--- src/rtl/priority_scan_encoder.sv ---
// Priority scan encoder: accepts a multi-hot vector, then emits one beat per
// set bit (lowest-first or highest-first), clearing each bit as it is consumed.
// An all-zero vector yields a single beat flagged with out_zero.
module priority_scan_encoder #(
  parameter int WIDTH     = 8,
  parameter int CODE_W    = 3,
  parameter bit MSB_FIRST = 1'b0
) (
  input  logic              clk,
  input  logic              rst,
  input  logic              in_valid,
  output logic              in_ready,
  input  logic [WIDTH-1:0]  in_data,
  output logic              out_valid,
  input  logic              out_ready,
  output logic [CODE_W-1:0] out_code,
  output logic              out_last,
  output logic              out_zero
);

  localparam logic [0:0] IDLE = 1'b0;
  localparam logic [0:0] SCAN = 1'b1;

  logic [0:0]        state_q, state_d;
  logic [WIDTH-1:0]  pending_q, pending_d;
  logic              zero_q, zero_d;

  logic [CODE_W-1:0] sel_code;
  logic [WIDTH-1:0]  sel_mask;
  logic              single_bit;

  // Pick the next bit to report; the last hit in the loop order wins, so the
  // loop runs opposite to the desired priority.
  always_comb begin
    sel_code = '0;
    sel_mask = '0;
    if (MSB_FIRST) begin
      for (int i = 0; i < WIDTH; i++) begin
        if (pending_q[i]) begin
          sel_code    = CODE_W'(i);
          sel_mask    = '0;
          sel_mask[i] = 1'b1;
        end
      end
    end else begin
      for (int i = WIDTH - 1; i >= 0; i--) begin
        if (pending_q[i]) begin
          sel_code    = CODE_W'(i);
          sel_mask    = '0;
          sel_mask[i] = 1'b1;
        end
      end
    end
  end

  // Outputs derive only from registered state, so nothing from in_data
  // reaches out_code combinationally and reset takes effect immediately.
  always_comb begin
    single_bit = (pending_q != '0) && ((pending_q & (pending_q - WIDTH'(1))) == '0);
    in_ready   = (state_q == IDLE);
    out_valid  = (state_q == SCAN);
    out_code   = out_valid ? sel_code : '0;
    out_last   = out_valid & (zero_q | single_bit);
    out_zero   = out_valid & zero_q;
  end

  // Next-state logic: load on accept, strip the reported bit on each consumed
  // beat, and return to IDLE after the final beat.
  always_comb begin
    state_d   = state_q;
    pending_d = pending_q;
    zero_d    = zero_q;
    case (state_q)
      IDLE: begin
        if (in_valid) begin
          pending_d = in_data;
          zero_d    = (in_data == '0);
          state_d   = SCAN;
        end
      end
      SCAN: begin
        if (out_ready) begin
          pending_d = pending_q & ~sel_mask;
          if (out_last) begin
            state_d = IDLE;
            zero_d  = 1'b0;
          end
        end
      end
      default: begin
        state_d   = IDLE;
        pending_d = '0;
        zero_d    = 1'b0;
      end
    endcase
  end

  // State registers with asynchronous reset that discards any pending vector.
  always_ff @(posedge clk or posedge rst) begin
    if (rst) begin
      state_q   <= IDLE;
      pending_q <= '0;
      zero_q    <= 1'b0;
    end else begin
      state_q   <= state_d;
      pending_q <= pending_d;
      zero_q    <= zero_d;
    end
  end

endmodule

--- config.mk ---
export PLATFORM = sky130hd
export DESIGN_NAME = priority_scan_encoder
export DESIGN_NICKNAME = d
export VERILOG_FILES = /design/src/rtl/priority_scan_encoder.sv
export SDC_FILE = /design/constraint.sdc
export NUM_CORES = 1
export LEC_CHECK = 0
export ABC_AREA = 0
export CAP_MARGIN = 40
export CORE_MARGIN = 2
export CORE_UTILIZATION = 41
export DETAILED_ROUTE_END_ITERATION = 16
export PLACE_DENSITY = 0.82
export SETUP_SLACK_MARGIN = 0.5
export SLEW_MARGIN = 20
export SYNTH_ARGS = -nofsm -noshare
export SYNTH_HDL_FRONTEND = slang
export SYNTH_SLANG_ARGS = --single-unit
--- constraint.sdc ---
create_clock -name clk -period 1.6 [get_ports clk]
set_input_delay 0.48 -clock clk [delete_from_list [all_inputs] [get_ports clk]]
set_output_delay 0.48 -clock clk [all_outputs]
set_load 0.1 [all_outputs]
==> results of run 1 <==
-- stage by stage --
stage	setup TNS, ns	utilization	instances	instance area [µm²]	hold WS, ns
global placement	-1.519	0.7541	127	1162	0.6295
detailed placement	-1.969	0.7541	127	1162	0.6600
floorplan	-3.947	-	79	784.5	0.3202
CTS	-2.346	0.9343	145	1440	0.4870
-- synthesized netlist by cell type, drive strengths merged --
cell type	count
a211oi	2
a21o	3
a21oi	5
a22o	3
a22oi	1
a31oi	1
a32o	1
a41oi	1
and2	1
buf	3
clkbuf	4
dfrtp	10
inv	6
mux2i	3
nand2	4
nand2b	2
nand3	1
nor2	4
nor2b	1
nor3	2
nor3b	1
nor4	4
nor4b	3
o211ai	2
o21ai	6
o21bai	1
o22ai	1
o31a	1
o41ai	1
or3	1
-- kinds of logic after synthesis --
family	Yosys count	share of synthesized area
buffers and inverters	13	0.07705
muxes	3	0.04404
AOI/OAI and AO/OA	29	0.2918
DFF	10	0.3670
and+or+nand+nor	24	0.2202
-- what timing repair did --
item | CTS
gates resized for setup | 42
pin swaps | 14
gates cloned | 0
setup endpoints to repair | 17
buffers inserted | 14
==> results.ini, run 1 <==
[clock_network]
h-tree-depth = 1
numCtsBuffers = 3
clockRootBuffer = clkbuf_4
ctsHoldBuffers = 0
clock_sinks = 10
clock_path_buffers = 2

[run_status]
status = did not finish
haltStage = 5_1_grt
error_line = [ERROR DPL-0038] Utilization greater than 100%, impossible to legalize

[synthesis]
postSynthAreaPerCell_um2 = 8.632
synth_fp_nets = 91
synth_cell_types = 32
ys_seq_area_frac = 0.3670
synth_warnings = 0
synth-seq-cells = 10
netlist_area_um2 = 681.9
yosys-top-cells-area = dfrtp_1, mux2i_1, o21ai_0
syn-instance-count = 79
synth_top_area_cell = dfrtp_1
yosysTopAreaCellShare = 0.3670

[floorplan]
die_h_um = 44.78
fp.dieW_um = 44.78
initial_core_util = 0.4424
ioPinCount = 19
rows = 14

[placement]
portBuffers = 18
dpl.hpwl_mm = 1.784
gp_congestion = 0.8875
pre_cts_ws_ns = -0.3824

[sta]
crit_endpoint = out_last
endpoint_type = output port

[grt]
grt_max_degree = 14

==> run 2: changes to the inputs <==
--- a/config.mk
+++ b/config.mk
@@ -7,11 +7,10 @@
 export LEC_CHECK = 0
 export ABC_AREA = 0
 export CAP_MARGIN = 40
-export CORE_MARGIN = 2
-export CORE_UTILIZATION = 41
+export CORE_AREA = 2 2 63 65
 export DETAILED_ROUTE_END_ITERATION = 16
-export PLACE_DENSITY = 0.82
-export SETUP_SLACK_MARGIN = 0.5
+export DIE_AREA = 0 0 65 67
+export PLACE_DENSITY_LB_ADDON = 0.15
 export SLEW_MARGIN = 20
 export SYNTH_ARGS = -nofsm -noshare
 export SYNTH_HDL_FRONTEND = slang
==> constraint.sdc (replaced) <==
create_clock -name clk -period 2.1 [get_ports clk]
set_input_delay 0.63 -clock clk [delete_from_list [all_inputs] [get_ports clk]]
set_output_delay 0.63 -clock clk [all_outputs]
set_load 0.1 [all_outputs]
==> run 2 against run 1 <==
Against the previous run:
- the flow now finishes, with violations (negative setup slack)
- synthesized cell count is the same
- area after synthesis is the same
==> results.ini, run 2 <==
[synthesis]
synth_flop_cell = dfrtp_1
syn-instance-count = 79
synth_fp_nets = 91
yosys-top-cells-area = dfrtp_1, mux2i_1, o21ai_0
synth_edf_count = 0
yosys-top-cells-count = dfrtp_1, inv_1, o21ai_0
postSynthAreaPerCell_um2 = 8.632
synthAdderAreaFrac = 0
synth_top_area_cell = dfrtp_1
yosysTopAreaCellShare = 0.3670
synth-compound-area-share = 0.2917
synthSimpleGateAreaFrac = 0.2202
netlist_area_um2 = 681.9
synth_xor_area_frac = 0
synth_warnings = 0
synth_cell_types = 32
synth-seq-cells = 10
ys_seq_area_frac = 0.3670
synthArstFlopShare = 1.000
synth.mux.area_fraction = 0.04404
synth_top_family_by_area = compound AO/OA/AOI/OAI gates
synth_most_common_cell = dfrtp_1

[sta]
period_minus_slack_ns = 2.322
final-setup-viol-count = 3
slew_headroom = 0.7143
rsz0062_at_grt = yes
fmax_ghz = 0.4307
period_share = 1.106
clock_skew_ns = 0.007623
finalHoldViolCount = 0
setup_ws_ns = -0.2218
tightest_slew_ns = 0.4281
slew_viol_final = 0

[placement]
placed_cells = 154
dpl.hpwl_mm = 1.789
gp_congestion = 0.7301
pre_cts_ws_ns = -0.05051
portBuffers = 18
place_area_um2 = 1165

[setup_path]
crit_end = out_last
end_kind = output pin
crit_required_ns = 1.47
rr_startpoint = pending_q[3]$_DFFE_PP0P_
rrSetupSlack_ns = 0.45
worstSetupStartpointType = register
critical_path.startpoint = pending_q[7]$_DFFE_PP0P_
timing_worst_setup_path_type = reg2out
worst_r2r_path_depth = 7
cp_max_fo = 7
reg2reg_to = pending_q[5]$_DFFE_PP0P_
arrival_ns = 1.69

[drt]
drtPass1Iterations = 4
drt-total-wl_mm = 2.278
wl_per_cell_um = 14.06
drtAntennaViolNets = 0
dr_total_vias = 764
drc = 0
vias_per_cell = 4.716
first_iter_violations = 25

[floorplan]
dieArea_um2 = 4355
coreArea_um2 = 3606
ioPinCount = 19
rows = 22
fp.dieW_um = 65
die_h_um = 67
initial_core_util = 0.1891

[grt]
grt_overflow = 0
grt_antenna_before_repair = 0
grt_first_pass_wirelength_mm = 3.946
grt_usage = 0.1202
grt_pass1_vias = 797
grt_max_degree = 19

[run]
max_cap_violations = 0

[run_status]
status = finished, violations left
violations = negative setup slack

[final_layout]
antenna-diode-count = 0
layout_common_cells = buf_4, clkdlybuf4s50_1, buf_12, dfrtp_1, inv_1
largest_reg_flops = 8
layout_commonest_cell = buf_4
top_register = pending_q
syn2layout_area_growth_pct = 92.66
final_cell_count_no_fill = 162
drive_above_1_share = 0.4737
nets = 127
stdcell_area_um2 = 1314

[clock_network]
clk_pin_slew_ns = 0.06
cts_tree = built
clk_latency_ns = 0.24
clock_path_buffers = 2
clockRootBuffer = clkbuf_8
numCtsBuffers = 3
h-tree-depth = 1
clock_sinks = 10

[min_path]
hp-class = in2async

run 2: cell counts after synthesis:
No cell type changed its count.
run 2: worst min path at each step:
stage	start	end	slack, ns	cells past startpoint
after floorplan	rst	pending_q[0]$_DFFE_PP0P_	0.47	1
after global placement	zero_q$_DFFE_PP0P_	zero_q$_DFFE_PP0P_	0.66	2
after detailed placement	zero_q$_DFFE_PP0P_	zero_q$_DFFE_PP0P_	0.65	2
after CTS	pending_q[1]$_DFFE_PP0P_	pending_q[1]$_DFFE_PP0P_	0.68	1
after global routing	zero_q$_DFFE_PP0P_	zero_q$_DFFE_PP0P_	0.71	2
final	rst	zero_q$_DFFE_PP0P_	0.68	2
run 2: layout make-up:
class                      count  area (µm²)
timing repair buffer          38       407.9
tap                           48       60.06
fill                         372        2292
multi-input combinational     56       506.7
clock buffer                   4       55.05
inverter                       6       26.28
sequential                    10       257.7
run 2: through the flow:
| stage | utilization | TNS [ns] | hold slack, ns |
|---|---|---|---|
| 2_1_floorplan | - | -1.395 | 0.4702 |
| 3_3_place_gp | 0.3230 | -0.06194 | 0.6585 |
| 3_5_place_dp | 0.3230 | -0.05051 | 0.6500 |
| 4_1_cts | 0.3567 | -0.4098 | 0.6831 |
| 5_1_grt | 0.3643 | -0.5746 | 0.7093 |
| 6_report | 0.3643 | -0.3920 | 0.6846 |
run 2: what timing repair did:
item,4_1_cts,5_1_grt
setup buffers,3,1
hold buffers,0,0
endpoints found under the setup margin,4,4
pin swaps,3,3
gates cloned,0,0
resized for setup,12,5
run 2: cell families (layout without fill, tap and decap cells):
kind of cell,count (synthesis),count (layout)
AOI/OAI and AO/OA,29,29
buffers and inverters,13,48
DFF,10,10
muxes,3,3
and+or+nand+nor,24,24
run 2: worst max-delay path, cell delays in order (launching register included):
cell	delay [ns]
dfrtp_1	0.48
nor4b_2	0.40
mux2i_4	0.13
a31oi_4	0.24
buf_12	0.20
run 2: metal layers:
layer | vias to the layer above | GRT usage | wire, µm
li1 | 363 | - | -
met1 | 386 | 0.1531 | 1076
met2 | 13 | 0.1985 | 1101
met3 | 2 | 0.03885 | 89
met4 | 0 | 0.02394 | 10
met5 | - | 0 | 0
Power of run 2 is left out: the tool's default activity adds up to more than one toggle a clock period on the data nets, which glitch-free logic cannot reach.
